[config.mk]
export PLATFORM = sky130hd
export DESIGN_NAME = mac_boot_sequencer
export DESIGN_NICKNAME = d
export VERILOG_FILES = /design/src/rtl/mac_boot_sequencer_pkg.sv /design/src/rtl/mac_boot_sequencer_sync2.sv /design/src/rtl/mac_boot_sequencer.sv
export SDC_FILE = /design/constraint.sdc
export NUM_CORES = 1
export LEC_CHECK = 0
export ABC_AREA = 0
export ABC_CLOCK_PERIOD_IN_PS = 4030
export BUFFER_PORTS_ARGS = -buffer_cell sky130_fd_sc_hd__buf_2
export CORE_ASPECT_RATIO = 1.75
export CORE_UTILIZATION = 60
export CTS_BUF_LIST = sky130_fd_sc_hd__clkbuf_4 sky130_fd_sc_hd__clkbuf_8
export DETAILED_ROUTE_END_ITERATION = 10
export GPL_TIMING_DRIVEN = 0
export PLACE_DENSITY = 0.84
export SETUP_SLACK_MARGIN = 0.4
export SYNTH_ARGS = -nofsm -noshare
export SYNTH_HDL_FRONTEND = slang
export SYNTH_SLANG_ARGS = --single-unit
[constraint.sdc]
create_clock -name clk_sys -period 4.03 [get_ports clk_sys]
set_input_delay 0.806 -clock clk_sys [delete_from_list [all_inputs] [get_ports clk_sys]]
set_output_delay 0.806 -clock clk_sys [all_outputs]
set_load 0.02 [all_outputs]
[src/rtl/mac_boot_sequencer_pkg.sv]
// Shared state encoding and counter widths for the MacPlus boot/reset sequencer.
package mac_boot_pkg;

  typedef enum logic [2:0] {
    LOCK    = 3'd0,
    MEMINIT = 3'd1,
    ROM     = 3'd2,
    HOLD    = 3'd3,
    RUN     = 3'd4
  } boot_state_t;

  localparam int DLY_W = 20;

endpackage

[src/rtl/mac_boot_sequencer_sync2.sv]
// Generic two-flop synchroniser for a single asynchronous level.
// Latency: two clk edges; no flow control.
module mac_sync2 (
  input  logic clk,
  input  logic rst_n,
  input  logic d,
  output logic q
);

  logic meta;

  always_ff @(posedge clk or negedge rst_n) begin
    if (!rst_n) begin
      meta <= 1'b0;
      q    <= 1'b0;
    end else begin
      meta <= d;
      q    <= meta;
    end
  end

endmodule

[src/rtl/mac_boot_sequencer.sv]
// Power-on / download / user-reset sequencer producing the MacPlus core and CPU resets.
// Reset outputs lag the state by one clk_sys cycle; no flow control, inputs are levels.
module mac_boot_sequencer
  import mac_boot_pkg::*;
#(
  parameter logic [DLY_W-1:0] DELAY      = 20'hFFFFF,
  parameter int               RESET_BITS = 16,
  parameter int               CPU_LAG    = 16
) (
  input  logic       clk_sys,
  input  logic       RESET_N,
  input  logic       pll_locked,
  input  logic       sdram_ready,
  input  logic       rom_download,
  input  logic       rom_valid,
  input  logic       user_reset,
  output logic       sdram_init,
  output logic       core_reset,
  output logic       cpu_reset_n,
  output logic [2:0] boot_state,
  output logic       busy
);

  localparam logic [7:0] LAG = 8'(CPU_LAG);

  boot_state_t           state;
  logic                  locked_s;
  logic                  ur_q;
  logic                  ureq;
  logic [RESET_BITS-1:0] lock_cnt;
  logic [DLY_W-1:0]      dly_cnt;
  logic [7:0]            lag_cnt;

  mac_sync2 u_lock_sync (
    .clk   (clk_sys),
    .rst_n (RESET_N),
    .d     (pll_locked),
    .q     (locked_s)
  );

  assign ureq       = user_reset & ~ur_q;
  assign boot_state = state;

  always_ff @(posedge clk_sys or negedge RESET_N) begin
    if (!RESET_N) begin
      state       <= LOCK;
      lock_cnt    <= '0;
      dly_cnt     <= '0;
      lag_cnt     <= '0;
      ur_q        <= 1'b0;
      sdram_init  <= 1'b0;
      core_reset  <= 1'b1;
      cpu_reset_n <= 1'b0;
      busy        <= 1'b1;
    end else begin
      ur_q        <= user_reset;
      core_reset  <= (state != RUN);
      busy        <= (state != RUN);
      cpu_reset_n <= (state == RUN) && (lag_cnt == LAG);
      sdram_init  <= 1'b0;
      // Counters only survive while their own state holds; any exit clears them.
      lock_cnt    <= '0;
      lag_cnt     <= '0;

      case (state)
        LOCK: begin
          if (locked_s) begin
            if (&lock_cnt) begin
              state      <= MEMINIT;
              sdram_init <= 1'b1;
            end else begin
              lock_cnt <= lock_cnt + 1'b1;
            end
          end
        end

        MEMINIT: begin
          if (!locked_s)        state <= LOCK;
          else if (sdram_ready) state <= ROM;
        end

        ROM: begin
          if (!locked_s) begin
            state <= LOCK;
          end else if (!rom_download && rom_valid) begin
            state   <= HOLD;
            dly_cnt <= DELAY;
          end
        end

        HOLD, RUN: begin
          if (!locked_s) begin
            state <= LOCK;
          end else if (rom_download) begin
            state <= ROM;
          end else if (ureq) begin
            state   <= HOLD;
            dly_cnt <= DELAY;
          end else if (state == HOLD) begin
            if (dly_cnt == '0) state <= RUN;
            else               dly_cnt <= dly_cnt - 1'b1;
          end else begin
            lag_cnt <= (lag_cnt == LAG) ? lag_cnt : lag_cnt + 1'b1;
          end
        end

        default: state <= LOCK;
      endcase
    end
  end

endmodule

### Word-level counts from Yosys, hierarchy flattened

Index checks and enable logic that the tools add are counted.

* add/subtract/negate cells: 3
* equality and inequality tests: 19
* muxes and demuxes: 32
* bitwise gates (word level): 2
* reduce and logical (&&, ||, !) cells: 10

Operator list (number)
* $mux W20: 7
* $mux W16: 3
* $mux W8: 6
* $pmux W20 S2: 1
* $mux W3: 11
* $logic_not A20 Y1: 1
* $sub A20 B1 Y20 const B: 1
* $add A16 B1 Y16 const B: 1
* $reduce_and A16 Y1: 1
* $ne A3 B3 Y1 const B: 5
* $pmux W3 S4: 1
* $ne A5 B5 Y1 const B: 2
* $add A8 B1 Y8 const B: 1
* $eq A8 B5 Y1 const B: 1
* $reduce_and A7 Y1: 1
* $eq A3 B2 Y1 const B: 2
* $ne A2 B1 Y1 const B: 3
* $ne A2 B2 Y1 const B: 3
* $ne A6 B6 Y1 const B: 1
* $reduce_and A6 Y1: 1
* $eq A3 B1 Y1 const B: 1
* $eq A3 B3 Y1 const B: 1
* $logic_not A3 Y1: 1
* $mux W1: 3
* other kinds (6): 7

* flip-flop bits (word level): 53
* input bits: 7
* word-level logic and storage cells: 76

### Logic depth before layout (Yosys ltp)

* word-level depth: 7
* depth in mapped cells: 8
* gate-level depth less buffers: 7

### By module

From an unflattened synthesis, not the netlist that was laid out.

* cell total of the unflattened synthesis: 286
* area, all modules: 2844.0 µm²

By module, submodules not included
* mac_boot_sequencer: times used 1, cells each 284, area each 2793.9 µm², seq. area each 1277.5 µm²
* mac_sync2: times used 1, cells each 2, area each 50.0 µm², seq. area each 50.0 µm²

### Worst setup path after synthesis

OpenSTA, ideal clock, no wires.

* kind: reg-to-reg
* start: reg dly_cnt[8]
* end: reg dly_cnt[14]
* setup time: 77 ps
* arrival: 2437 ps
* data required time: 3953 ps
* slack: 1515 ps
* stages on the path, launching flop included: 7
* path buffers: 1
* period minus slack after synthesis: 2515 ps
* cell sequence: dfrtp_1 -> or4_4 -> or3_1 -> clkbuf_2 -> or4_4 -> or4_1 -> a21oi_1

* cells in the longest elaborated chain, start to end: 7
* elaborated cells between the ends (all ways): 10
* classes of those cells: 1 x add/sub; 1 x eq/ne; 6 x mux; 2 x reduce/logical

Ends and longest elaborated chain
* from (decl): RTL line mac_boot_sequencer.sv:31 `logic [DLY_W-1:0] dly_cnt;`
* from (signal assigned): RTL line mac_boot_sequencer.sv:101 `else dly_cnt <= dly_cnt - 1'b1;`
* $sub A20 B1 Y20: RTL line mac_boot_sequencer.sv:101
* $mux W20: RTL line mac_boot_sequencer.sv:100 `if (dly_cnt == '0) state <= RUN;`
* $mux W20: RTL line mac_boot_sequencer.sv:99 `end else if (state == HOLD) begin`
* $mux W20: RTL line mac_boot_sequencer.sv:96 `end else if (ureq) begin`
* $mux W20: RTL line mac_boot_sequencer.sv:94 `end else if (rom_download) begin`
* $mux W20: RTL line mac_boot_sequencer.sv:92 `if (!locked_s) begin`
* $pmux W20 S2: RTL line mac_boot_sequencer.sv:65 `case (state)`

Parallel ways exist; a longest one is shown, timed or not. The select of a mux whose other input is x is not followed.
A chain may end at the register's enable or synchronous reset.

### Worst setup path after layout

* start: reg state[2] (netlist: boot_state[2])
* end: reg dly_cnt[7]

* cells in the longest elaborated chain, start to end: 4
* elaborated cells between the ends (all ways): 13
* classes of those cells: 9 x eq/ne; 1 x mux; 3 x reduce/logical

Ends and longest elaborated chain
* from (decl): RTL line mac_boot_sequencer.sv:26 `boot_state_t state;`
* from (signal assigned): RTL line mac_boot_sequencer.sv:46 `state <= LOCK;`
* from (signal assigned): RTL line mac_boot_sequencer.sv:69 `state <= MEMINIT;`
* from (signal assigned): RTL line mac_boot_sequencer.sv:78 `if (!locked_s) state <= LOCK;`
* $eq A3 B3 Y1 or $eq A3 B2 Y1 (tied branches): RTL line mac_boot_sequencer.sv:65, mac_boot_sequencer.sv:99
* $reduce_or A2 Y1: RTL line mac_boot_sequencer.sv:65
* $ne A3 B3 Y1 (no line) (tied with other cells)
* $reduce_and A7 Y1 (no line)

Parallel ways exist; a longest one is shown, timed or not.

==> qor.csv <==
stage,metric,value,unit
outcome,status,"finished, final reports clean",
synthesis,Synth async-reset ratio,100,%
clock_network,CTS buffer count,5,
route,final WL,6.29,mm
min_path,HP Start,u_lock_sync.meta,
worst_setup_path,Critical Path End,dly_cnt[7],
timing,setup TNS,0,ns
route,vias per cell,6.35,
flow_run,max-cap violation count,0,
timing,Slew Limit Fails,0,
synthesis,Mapped Avg Cell Area,9.11,um^2
synthesis,Synth Flop Type,dfrtp_1,
timing,worst-margin pin slew,1.16,ns
synthesis,sequential fraction of the synthesis area,46.1,%
synthesis,top-area cell type share of the netlist area,45.2,%
grt,total grt overflow,0,
synthesis,"FF+latch count, synth",53,
grt,number of global-route vias before repair,2455,
timing,FMAX,354,MHz
clock_network,postcts setup bufs,0,
floorplan,die footprint,5090,um^2
synthesis,Synth Instances,316,
floorplan,Initial Utilization,61.7,%
clock_network,clock-pin slew on the worst setup and hold paths,0.10,ns
placed_design,IO buf count,13,
grt,All-Layer GR Usage,27.9,%
worst_setup_path,Reg2Reg Setup Slack,1.20,ns
floorplan,std cell rows,33,
final_layout,share of layout cells above drive strength 1,9.79,%
synthesis,cell taking the most area after synthesis,dfrtp_1,
clock_network,CTS HTree Levels,2,
worst_setup_path,launching point of the worst reg2reg path,boot_state[2],
clock_network,clk root buf,clkbuf_8,
clock_network,clock latency on the worst-skew pair,0.30,ns
power,pwr/cell area,304,nW/um^2
final_layout,layout filler cell count,386,
route,First DRT Iteration DRCs,87,
worst_setup_path,worst-case reg-to-reg path depth,8,
route,drt drc,0,
final_layout,Syn-to-layout area delta,8.69,%
synthesis,syn_nets,328,
synthesis,Mapped Area,2880,um^2
power,Lkg Pwr,1.38,nW
grt,largest net degree at the start of global routing,54,
timing,RSZ-0062 raised after global routing,false,
floorplan,num ports,14,
clock_network,maximum buffer depth of the clock tree,2,
route,DRT Pass-1 Iters,6,
floorplan,Die H,93.6,um
final_layout,Nets,348,
final_layout,Final Cell Area,3130,um^2
worst_setup_path,Worst path max stage delay,0.40,ns
worst_setup_path,worst r2r dst,dly_cnt[7],
route,Routed wire per std cell,16.2,um
grt,first-pass GRT wire length,10.5,mm
worst_setup_path,crit path max fanout,10,
power,peak supply drop,0.000216,V
timing,Worst slew margin,22.7,%
worst_setup_path,Crit-path slowest cell,nor3b_1,
timing,fin crit period,2.83,ns
placed_design,GPL Wtd Cong,0.949,
worst_setup_path,Worst Path Arrival,3.00,ns
placed_design,area of placed instances,3010,um^2
clock_network,CTS Hold Bufs,0,
synthesis,yosys warns,0,
worst_setup_path,Critical Path Source Type,register,
clock_network,CTS sink count,53,
worst_setup_path,Crit. Startpoint,boot_state[2],
worst_setup_path,"Req. time, crit path",4.20,ns
route,Vias,2471,
worst_setup_path,CP dominant cell by count,clkbuf_1,
clock_network,post-cts repair resize count,0,
synthesis,Post-synth EDFFs,0,
worst_setup_path,CP Cell Sequence,clkbuf_1 -> nor3b_1 -> o21a_1 -> clkbuf_1 -> nand3_1 -> clkbuf_1 -> o41ai_1 -> o31ai_1,
synthesis,"top cells by count, synth","dfrtp_1 (52), nor2_1 (50), a21oi_1 (19), nand2_1 (18), nand3_1 (17)",
worst_setup_path,Setup CP Type,reg -> reg,
final_layout,Diodes inserted,0,
placed_design,DP HPWL,4.46,mm
synthesis,Netlist cell types,54,
worst_setup_path,element type at the critical path end,register,
synthesis,main area contributors after synthesis,"dfrtp_1 (45%), nor2_1 (6.5%), xor2_1 (4.3%), a21oi_1 (3.3%), nand3_1 (3.0%)",
timing,period utilisation layout,70.2,%
grt,initial antenna violation count,0,
timing,final hold vios,0,
synthesis,most common cell in the netlist,dfrtp_1,
timing,final setup fails,0,
clock_network,CTS tree,built,
min_path,Min-Delay Path Class,reg -> reg,
route,post-route ant nets,0,
floorplan,die width,54.4,um
timing,Clock Skews,0.00827,ns
floorplan,core area,4670,um^2
critical path, delay by kind of cell, from the launching register on:
family                 cells  cell delay (ns)
AND/OR/NAND/NOR            2             0.79
AO/OA/AOI/OAI              3             0.61
flip-flops                 1             0.35
buffers and inverters      3             0.94
sequential cells by signal, summed over array words and instances (netlist names):
register          cells
boot_state            3
busy                  1
cpu_reset_n           1
dly_cnt              20
lag_cnt               8
lock_cnt             16
sdram_init            1
u_lock_sync.meta      1
u_lock_sync.q         1
ur_q                  1
cells in the final DEF, fill, tap and decap left out, types with 4 or more instances in the layout:
master	count
a211oi_1	4
nand2_1	18
nand4_1	5
clkbuf_1	10
xnor2_1	4
xor2_1	14
o21ai_0	11
a21oi_1	19
nor3_1	11
and3_1	5
dfrtp_1	52
or3_1	6
o31ai_1	9
o41ai_1	5
nor2_1	50
buf_2	13
clkbuf_8	6
inv_1	12
nor2b_1	4
ha_1	5
nand3_1	17
area by class of cell:
| type | instances | area (um^2) | share of cell area [%] |
|---|---|---|---|
| Tap cell | 52 | 65.1 | 2.08 |
| Inverter | 12 | 45.0 | 1.44 |
| Multi-Input combinational cell | 239 | 1460 | 46.5 |
| Clock buffer | 7 | 90.1 | 2.88 |
| Buffer | 12 | 50.0 | 1.60 |
| Timing Repair Buffer | 13 | 65.1 | 2.08 |
| Clock inverter | 1 | 30.0 | 0.960 |
| Sequential cell | 53 | 1330 | 42.4 |
layer usage:
layer  vias up  part of all wire [%]  wire, um  global-route usage, %
li1       1183                     -         -                      -
met1      1186                    39      2440                   30.4
met2        79                    54      3400                   48.6
met3        23                   3.5       223                   4.23
met4         0                   3.5       221                   15.0
met5         -                     0         0                      0
how the worst min path moves through the flow:
stage                    endpoint  slack, ns  cells past startpoint
global placement    u_lock_sync.q       0.33                      0
detailed placement  u_lock_sync.q       0.34                      0
floorplan           u_lock_sync.q       0.33                      0
finish              u_lock_sync.q       0.36                      0
global route        u_lock_sync.q       0.39                      0
CTS                 u_lock_sync.q       0.36                      0
cells by family after synthesis:
family          after synthesis  share of synthesized area (%)
compound gates               72                           17.1
xor+xnor                     18                           5.48
flops                        53                           46.1
fa+ha+maj                     5                           2.17
buf+inv                      24                           3.30
simple gates                142                           25.1
mux                           2                          0.739
metrics by stage:
stage	power, mW	hold WS [ns]	instances	setup WS [ns]	utilization [%]
floorplan	0.561	0.331	316	1.52	-
global placement	0.578	0.333	381	1.25	64.5
detailed placement	0.579	0.342	381	1.17	64.5
CTS	0.956	0.364	389	1.19	67.1
finish	0.950	0.360	389	1.20	67.1
global route	0.980	0.388	389	0.955	67.1
power by group:
part	leakage [nW]	internal [mW]	switching, mW
clock network	0.0619	0.210	0.173
logic	0.608	0.00804	0.0207
registers	0.707	0.535	0.00354
Power figures use the tool's default switching activity.
